$ cat config.mk
export PLATFORM = sky130hd
export DESIGN_NAME = gat_feat_reader
export DESIGN_NICKNAME = d
export VERILOG_FILES = /design/src/rtl/gat_feat_reader.sv
export SDC_FILE = /design/constraint.sdc
export NUM_CORES = 1
export LEC_CHECK = 0
export BUFFER_PORTS_ARGS = -buffer_cell sky130_fd_sc_hd__buf_4
export CORE_AREA = 2 2 90 92
export CTS_BUF_LIST = sky130_fd_sc_hd__clkbuf_4
export CTS_CLUSTER_SIZE = 10
export DETAILED_ROUTE_END_ITERATION = 8
export DIE_AREA = 0 0 92 94
export GPL_TIMING_DRIVEN = 0
export PLACE_DENSITY_LB_ADDON = 0.05
export RECOVER_POWER = 100
export SLEW_MARGIN = 5
export SYNTH_ARGS = -nofsm -noshare
export SYNTH_HDL_FRONTEND = slang
export SYNTH_SLANG_ARGS = --single-unit
$ cat constraint.sdc
create_clock -name clk -period 3.2 [get_ports clk]
set_input_delay 0.16 -clock clk [delete_from_list [all_inputs] [get_ports clk]]
set_output_delay 0.16 -clock clk [all_outputs]
set_load 0.01 [all_outputs]
$ cat src/rtl/gat_feat_reader.sv
// gat_feat_reader
// ---------------
// Streams the feature BRAM of gat_top out over AXI-Stream after a GAT layer
// finishes. A rising edge on gat_ready while idle starts one readout. The
// readout walks addresses 0..total-1, where total = NUM_SUBGRAPHS * F and F
// depends on gat_layer. Words are emitted in address order. Full
// backpressure is supported through a 2-entry output buffer with credit-based
// read issue.
//
// Ports
//   clk, rst_n         : clock, asynchronous active-low reset
//   gat_ready          : layer-complete level; a rising edge starts a readout
//   gat_layer          : 0 -> NUM_FEATURE_OUT, 1 -> NUM_FEATURE_FINAL features/node
//   feat_bram_enb      : BRAM port-B read enable (one read per asserted cycle)
//   feat_bram_addrb    : BRAM port-B address
//   feat_bram_dout     : BRAM read data, valid the cycle after the enb edge
//   m_axis_*           : AXI-Stream master (tuser = feature 0 of a node,
//                        tlast = final word of the layer)
//   rd_busy            : readout in progress (READ or DRAIN)
//   rd_done            : one-cycle pulse after the tlast handshake
//
// Handshake: a word transfers on a rising edge where tvalid and tready are
// both high. Once tvalid is high, tdata/tuser/tlast hold until that transfer.
// tvalid is a pure function of registered buffer occupancy and never looks at
// tready.
module gat_feat_reader #(
  parameter int DATA_WIDTH         = 8,
  parameter int NUM_SUBGRAPHS      = 2708,
  parameter int NUM_FEATURE_OUT    = 16,
  parameter int NUM_FEATURE_FINAL  = 7,
  parameter int NEW_FEATURE_ADDR_W = $clog2(NUM_SUBGRAPHS * NUM_FEATURE_OUT)
) (
  input  logic                          clk,
  input  logic                          rst_n,
  input  logic                          gat_ready,
  input  logic                          gat_layer,
  output logic                          feat_bram_enb,
  output logic [NEW_FEATURE_ADDR_W-1:0] feat_bram_addrb,
  input  logic [DATA_WIDTH-1:0]         feat_bram_dout,
  output logic [DATA_WIDTH-1:0]         m_axis_tdata,
  output logic                          m_axis_tvalid,
  input  logic                          m_axis_tready,
  output logic                          m_axis_tuser,
  output logic                          m_axis_tlast,
  output logic                          rd_busy,
  output logic                          rd_done
);

  localparam int AW    = NEW_FEATURE_ADDR_W;
  localparam int F_MAX = (NUM_FEATURE_OUT > NUM_FEATURE_FINAL) ? NUM_FEATURE_OUT
                                                               : NUM_FEATURE_FINAL;
  localparam int FW    = (F_MAX > 1) ? $clog2(F_MAX) : 1;

  // Last address and last feature index for each layer. Storing total-1
  // rather than total keeps the compare inside the address width even when
  // the product is an exact power of two.
  localparam logic [AW-1:0] LAST_ADDR_L1 = AW'(NUM_SUBGRAPHS * NUM_FEATURE_OUT - 1);
  localparam logic [AW-1:0] LAST_ADDR_L2 = AW'(NUM_SUBGRAPHS * NUM_FEATURE_FINAL - 1);
  localparam logic [FW-1:0] LAST_FEAT_L1 = FW'(NUM_FEATURE_OUT - 1);
  localparam logic [FW-1:0] LAST_FEAT_L2 = FW'(NUM_FEATURE_FINAL - 1);

  typedef enum logic [1:0] {
    IDLE  = 2'd0,
    READ  = 2'd1,
    DRAIN = 2'd2,
    DONE  = 2'd3
  } state_t;

  state_t state, state_next;

  // Start detection
  logic gat_ready_q;
  logic start;

  // Readout context latched on start
  logic [AW-1:0] last_addr;
  logic [FW-1:0] feat_last;

  // Issue side
  logic [AW-1:0] rd_addr;
  logic [FW-1:0] feat_idx;
  logic [AW-1:0] addr_q;
  logic          inflight;
  logic          pend_user;
  logic          pend_last;

  // 2-entry output buffer
  logic [DATA_WIDTH-1:0] buf_data [2];
  logic                  buf_user [2];
  logic                  buf_last [2];
  logic                  head;
  logic [1:0]            count;
  logic                  tail;

  logic       pop;
  logic [2:0] occ;
  logic       issue;
  logic       last_issue;

  assign start = gat_ready & ~gat_ready_q;
  assign pop   = (count != 2'd0) & m_axis_tready;
  // Occupancy the buffer will have once this cycle's pop and the read in
  // flight have both settled; a new read is only allowed if it will fit.
  // pop implies count >= 1, so this subtraction never underflows.
  assign occ        = {1'b0, count} + {2'b00, inflight} - {2'b00, pop};
  assign issue      = (state == READ) && (occ < 3'd2);
  assign last_issue = issue && (rd_addr == last_addr);
  assign tail       = head ^ count[0];

  // Next-state and status outputs
  always_comb begin
    state_next = state;
    case (state)
      IDLE:    if (start) state_next = READ;
      READ:    if (last_issue) state_next = DRAIN;
      DRAIN:   if (pop && buf_last[head]) state_next = DONE;
      DONE:    state_next = IDLE;
      default: state_next = IDLE;
    endcase
  end

  assign rd_busy = (state == READ) || (state == DRAIN);
  assign rd_done = (state == DONE);

  assign feat_bram_enb   = issue;
  assign feat_bram_addrb = issue ? rd_addr : addr_q;

  assign m_axis_tvalid = (count != 2'd0);
  assign m_axis_tdata  = buf_data[head];
  assign m_axis_tuser  = buf_user[head];
  assign m_axis_tlast  = buf_last[head];

  always_ff @(posedge clk or negedge rst_n) begin
    if (!rst_n) begin
      state       <= IDLE;
      // Resetting to 1 means a gat_ready already high at release is not
      // mistaken for a rising edge; it must drop and rise again.
      gat_ready_q <= 1'b1;
      last_addr   <= '0;
      feat_last   <= '0;
      rd_addr     <= '0;
      feat_idx    <= '0;
      addr_q      <= '0;
      inflight    <= 1'b0;
      pend_user   <= 1'b0;
      pend_last   <= 1'b0;
      buf_data[0] <= '0;
      buf_data[1] <= '0;
      buf_user[0] <= 1'b0;
      buf_user[1] <= 1'b0;
      buf_last[0] <= 1'b0;
      buf_last[1] <= 1'b0;
      head        <= 1'b0;
      count       <= 2'd0;
    end else begin
      state       <= state_next;
      gat_ready_q <= gat_ready;

      if (state == IDLE && start) begin
        last_addr <= gat_layer ? LAST_ADDR_L2 : LAST_ADDR_L1;
        feat_last <= gat_layer ? LAST_FEAT_L2 : LAST_FEAT_L1;
        rd_addr   <= '0;
        feat_idx  <= '0;
      end

      inflight <= issue;
      if (issue) begin
        addr_q    <= rd_addr;
        pend_user <= (feat_idx == '0);
        pend_last <= (rd_addr == last_addr);
        // Hold at the last address so the counter never wraps.
        if (!last_issue) rd_addr <= rd_addr + 1'b1;
        feat_idx <= (feat_idx == feat_last) ? '0 : feat_idx + 1'b1;
      end

      // Capture is unconditional one cycle after issue; the credit check
      // at issue time guarantees the tail slot is free.
      if (inflight) begin
        buf_data[tail] <= feat_bram_dout;
        buf_user[tail] <= pend_user;
        buf_last[tail] <= pend_last;
      end
      if (pop) head <= ~head;
      count <= count + {1'b0, inflight} - {1'b0, pop};
    end
  end

endmodule
==> impl_metrics.ini <==
[cells_and_area]
final_nets = 429
syn_to_final_growth_pct = 32.2
fill_cells = 685
multi_input_area_sq_mm = 0.00164
final_area_sq_mm = 0.00442
register_cell_area_after_layout_sq_mm = 0.00170
drive_gt1_frac = 0.387
final_standard_cell_count_with_taps_included_and_fillers_excluded = 513
antenna_cells_inserted = 0

[detailed_routing]
drt_iter0_markers = 141
ant_nets = 0
detail_route.vias_per_cell = 5.14
avgRoutedWirePerCell_um = 14.5
1st_pass_router_iterations = 4
vias = 2637
remaining_design_rule_violation_count = 0
postRouteWirelength_mm = 7.42

[place]
io_buffers = 42
detailed_place_hpwl_mm = 4.82
detailedPlace.worstSlack_ns = -0.673
gp_congestion = 0.830
place_inst = 462
placement.cell_area_sq_mm = 0.00379

[clocking]
clock-sinks = 68
clock_latency_on_the_worst_skew_pair_ns = 0.40
clockBufferDepth = 2
cts_tree = done
clk_root_buffer_cell = clkbuf_4
clock_transition_at_the_registers_of_the_reported_paths_ns = 0.11
cts_max_level = 3
cts_inserted_buffers = 9

[sta]
worst_pin_slew_ns = 1.67
clock.fmax_mhz = 325
final_setup_violation_count = 0
worst_slew_margin_rel = -0.115
period_share = 0.960
layout_setup_ws_ns = 0.127
final.setup_skew_ns = 0.0125
fin_hold_viols = 0
fin_crit_ns = 3.07
report.final.slew_viol_count = 69

[global_routing]
grt_first_pass_wirelength_mm = 12.3
initial_antenna_violation_count = 0
number_of_global_route_vias_before_repair = 2482
pin_count_of_the_biggest_net_entering_global_routing = 69
grt_use_total = 0.182
global_route.overflow_total = 0

[synth]
netlist_area_sq_mm = 0.00335
synth_fp_nets = 341
yosysUniqueCellTypes = 49
cell_type_contributing_the_most_total_cell_area_after_synthesis = dfrtp_1
synth-async-reset-ratio = 1.00
synth_edf_count = 0
synth_largest_type_area_fraction = 0.501
synth.area.top_cells = dfrtp_1 50%, mux2_2 10%, nand2_1 7.5%, ha_1 3.4%, nand3_1 2.8%
synthesis.area_per_instance_sq_um = 10.5
yosys_most_used_dff = dfrtp_1
yosysWarningCount = 0
seq_area_frac_synth = 0.509
post_synth_most_frequent_cells = 67 x dfrtp_1, 67 x nand2_1, 31 x mux2_2
yosys_register_bits = 68
post_synth_inst_count = 318

[flow_run]
count_of_maximum_capacitance_violations = 1

[floorplan]
initial_core_util = 0.440
number_of_standard_cell_rows_in_the_floorplan = 32
floorplan.die.height_um = 94
core-area_sq_mm = 0.00761
die_width_um = 92
ios = 43
design.die.area_sq_mm = 0.00865

[pwr]
power-per-cell-area_mw_per_mm2 = 771
ir_drop_mv = 0.482
power.static_leakage_nw = 2.20

[min_path]
min_delay_path_depth = 4
min-delay-path-class = input pin to flip-flop

[critical_path]
worst_r2r_path_depth = 14
critPathCaptureType = output port
path_max_fanout = 6
worst_ep_arrival_time_ns = 2.91
timing.critical_path.from_type = flip-flop
required_ns = 3.04
path_class = flip-flop to output port

[status]
status = finished with violations
violations = max-capacitance violations, max-slew violations
==> routing by layer <==
| layer | global-route usage | vias to the layer above | wire [um] |
|---|---|---|---|
| li1 | - | 1296 | - |
| met1 | 0.256 | 1279 | 3690 |
| met2 | 0.279 | 50 | 3340 |
| met3 | 0.0297 | 12 | 263 |
| met4 | 0.0784 | 0 | 131 |
| met5 | 0 | - | 0 |
==> placed cells by master (no fill, tap or decap), types with 10 or more instances in the layout <==
master	synthesis	routed
buf_4	0	48
buf_6	2	14
clkbuf_4	0	11
dfrtp_1	67	66
dlygate4sd3_1	0	11
inv_1	14	10
mux2_2	31	30
nand2_1	67	46
nand2_2	0	18
nand3_1	19	18
nor2_1	12	12
==> logic make-up after synthesis <==
group / Yosys count / synth area share
xor gates and xnor gates: 5 / 0.0131
and+or+nand+nor: 141 / 0.201
AOI/OAI and AO/OA: 32 / 0.0856
buffers and inverters: 27 / 0.0351
muxes: 35 / 0.117
adders and majority gates: 10 / 0.0396
DFF: 68 / 0.509
==> flip-flops by register name, indices dropped and copies added (netlist names) <==
name and flops:
head 1, count 2, addr_q 16, inflight 1
pend_user 1, pend_last 1, state 2, buf_last 2
gat_ready_q 1, rd_addr 16, last_addr 1, feat_last 2
buf_user 2, feat_idx 4, buf_data 16
==> worst paths after layout <==
kind                                            end          start  slack (ns)
worst max-delay path            feat_bram_addrb[11]       count[1]        0.13
worst min-delay path                           head  m_axis_tready        0.13
worst max register to register             state[1]       count[1]        0.16
worst min register to register            addr_q[4]      addr_q[4]        0.49
max in group asynchronous                  count[1]          rst_n        1.38
min in group asynchronous               buf_data[6]          rst_n        0.72
==> worst max-delay path, cell delays in order, from the launching register on <==
cell and delay [ns]:
dfrtp_2 0.43, o21ai_2 0.17, inv_2 0.07, ha_4 0.21
inv_2 0.06, ha_4 0.12, inv_2 0.03, fa_2 0.58
nand3_2 0.12, buf_8 0.16, inv_8 0.06, buf_8 0.12
buf_12 0.14, nand2_2 0.06, nand2_2 0.10, buf_6 0.10
==> layout make-up <==
class / instances / share of cell area
Clock inverter: 6 / 0.0124
Inverter: 14 / 0.0136
Multi-Input combinational cell: 223 / 0.371
Clock buffer: 10 / 0.0170
Buffer: 13 / 0.0240
Sequential cell: 68 / 0.385
Timing Repair Buffer: 77 / 0.148
Tap cell: 102 / 0.0288
==> through the flow <==
stage	setup TNS (ns)	util	total power [mW]	hold slack (ns)
floorplan	0	-	2.11	-0.136
global placement	-12.98	0.498	2.55	0.279
detailed placement	-14.22	0.498	2.57	0.281
CTS	-0.000846	0.548	3.30	0.0836
global route	-0.235	0.582	3.65	0.133
finish	0	0.582	3.41	0.133
==> repair_timing <==
| item | 4_1_cts | 5_1_grt |
|---|---|---|
| resized for setup | 18 | 53 |
| pin swaps | 3 | 16 |
| hold buffers | 11 | 0 |
| gates cloned | 0 | 1 |
| setup endpoints to repair | 40 | 18 |
| setup buffers | 11 | 12 |
| endpoints found under the hold margin | 86 | 0 |
==> power breakdown <==
group	internal [mW]	leakage [nW]	switching (mW)	total, mW
registers	1.10	0.875	0.172	1.27
logic	0.856	1.25	0.745	1.60
clock network	0.240	0.0712	0.304	0.544
No activity file was read; power rests on OpenSTA's default activity.
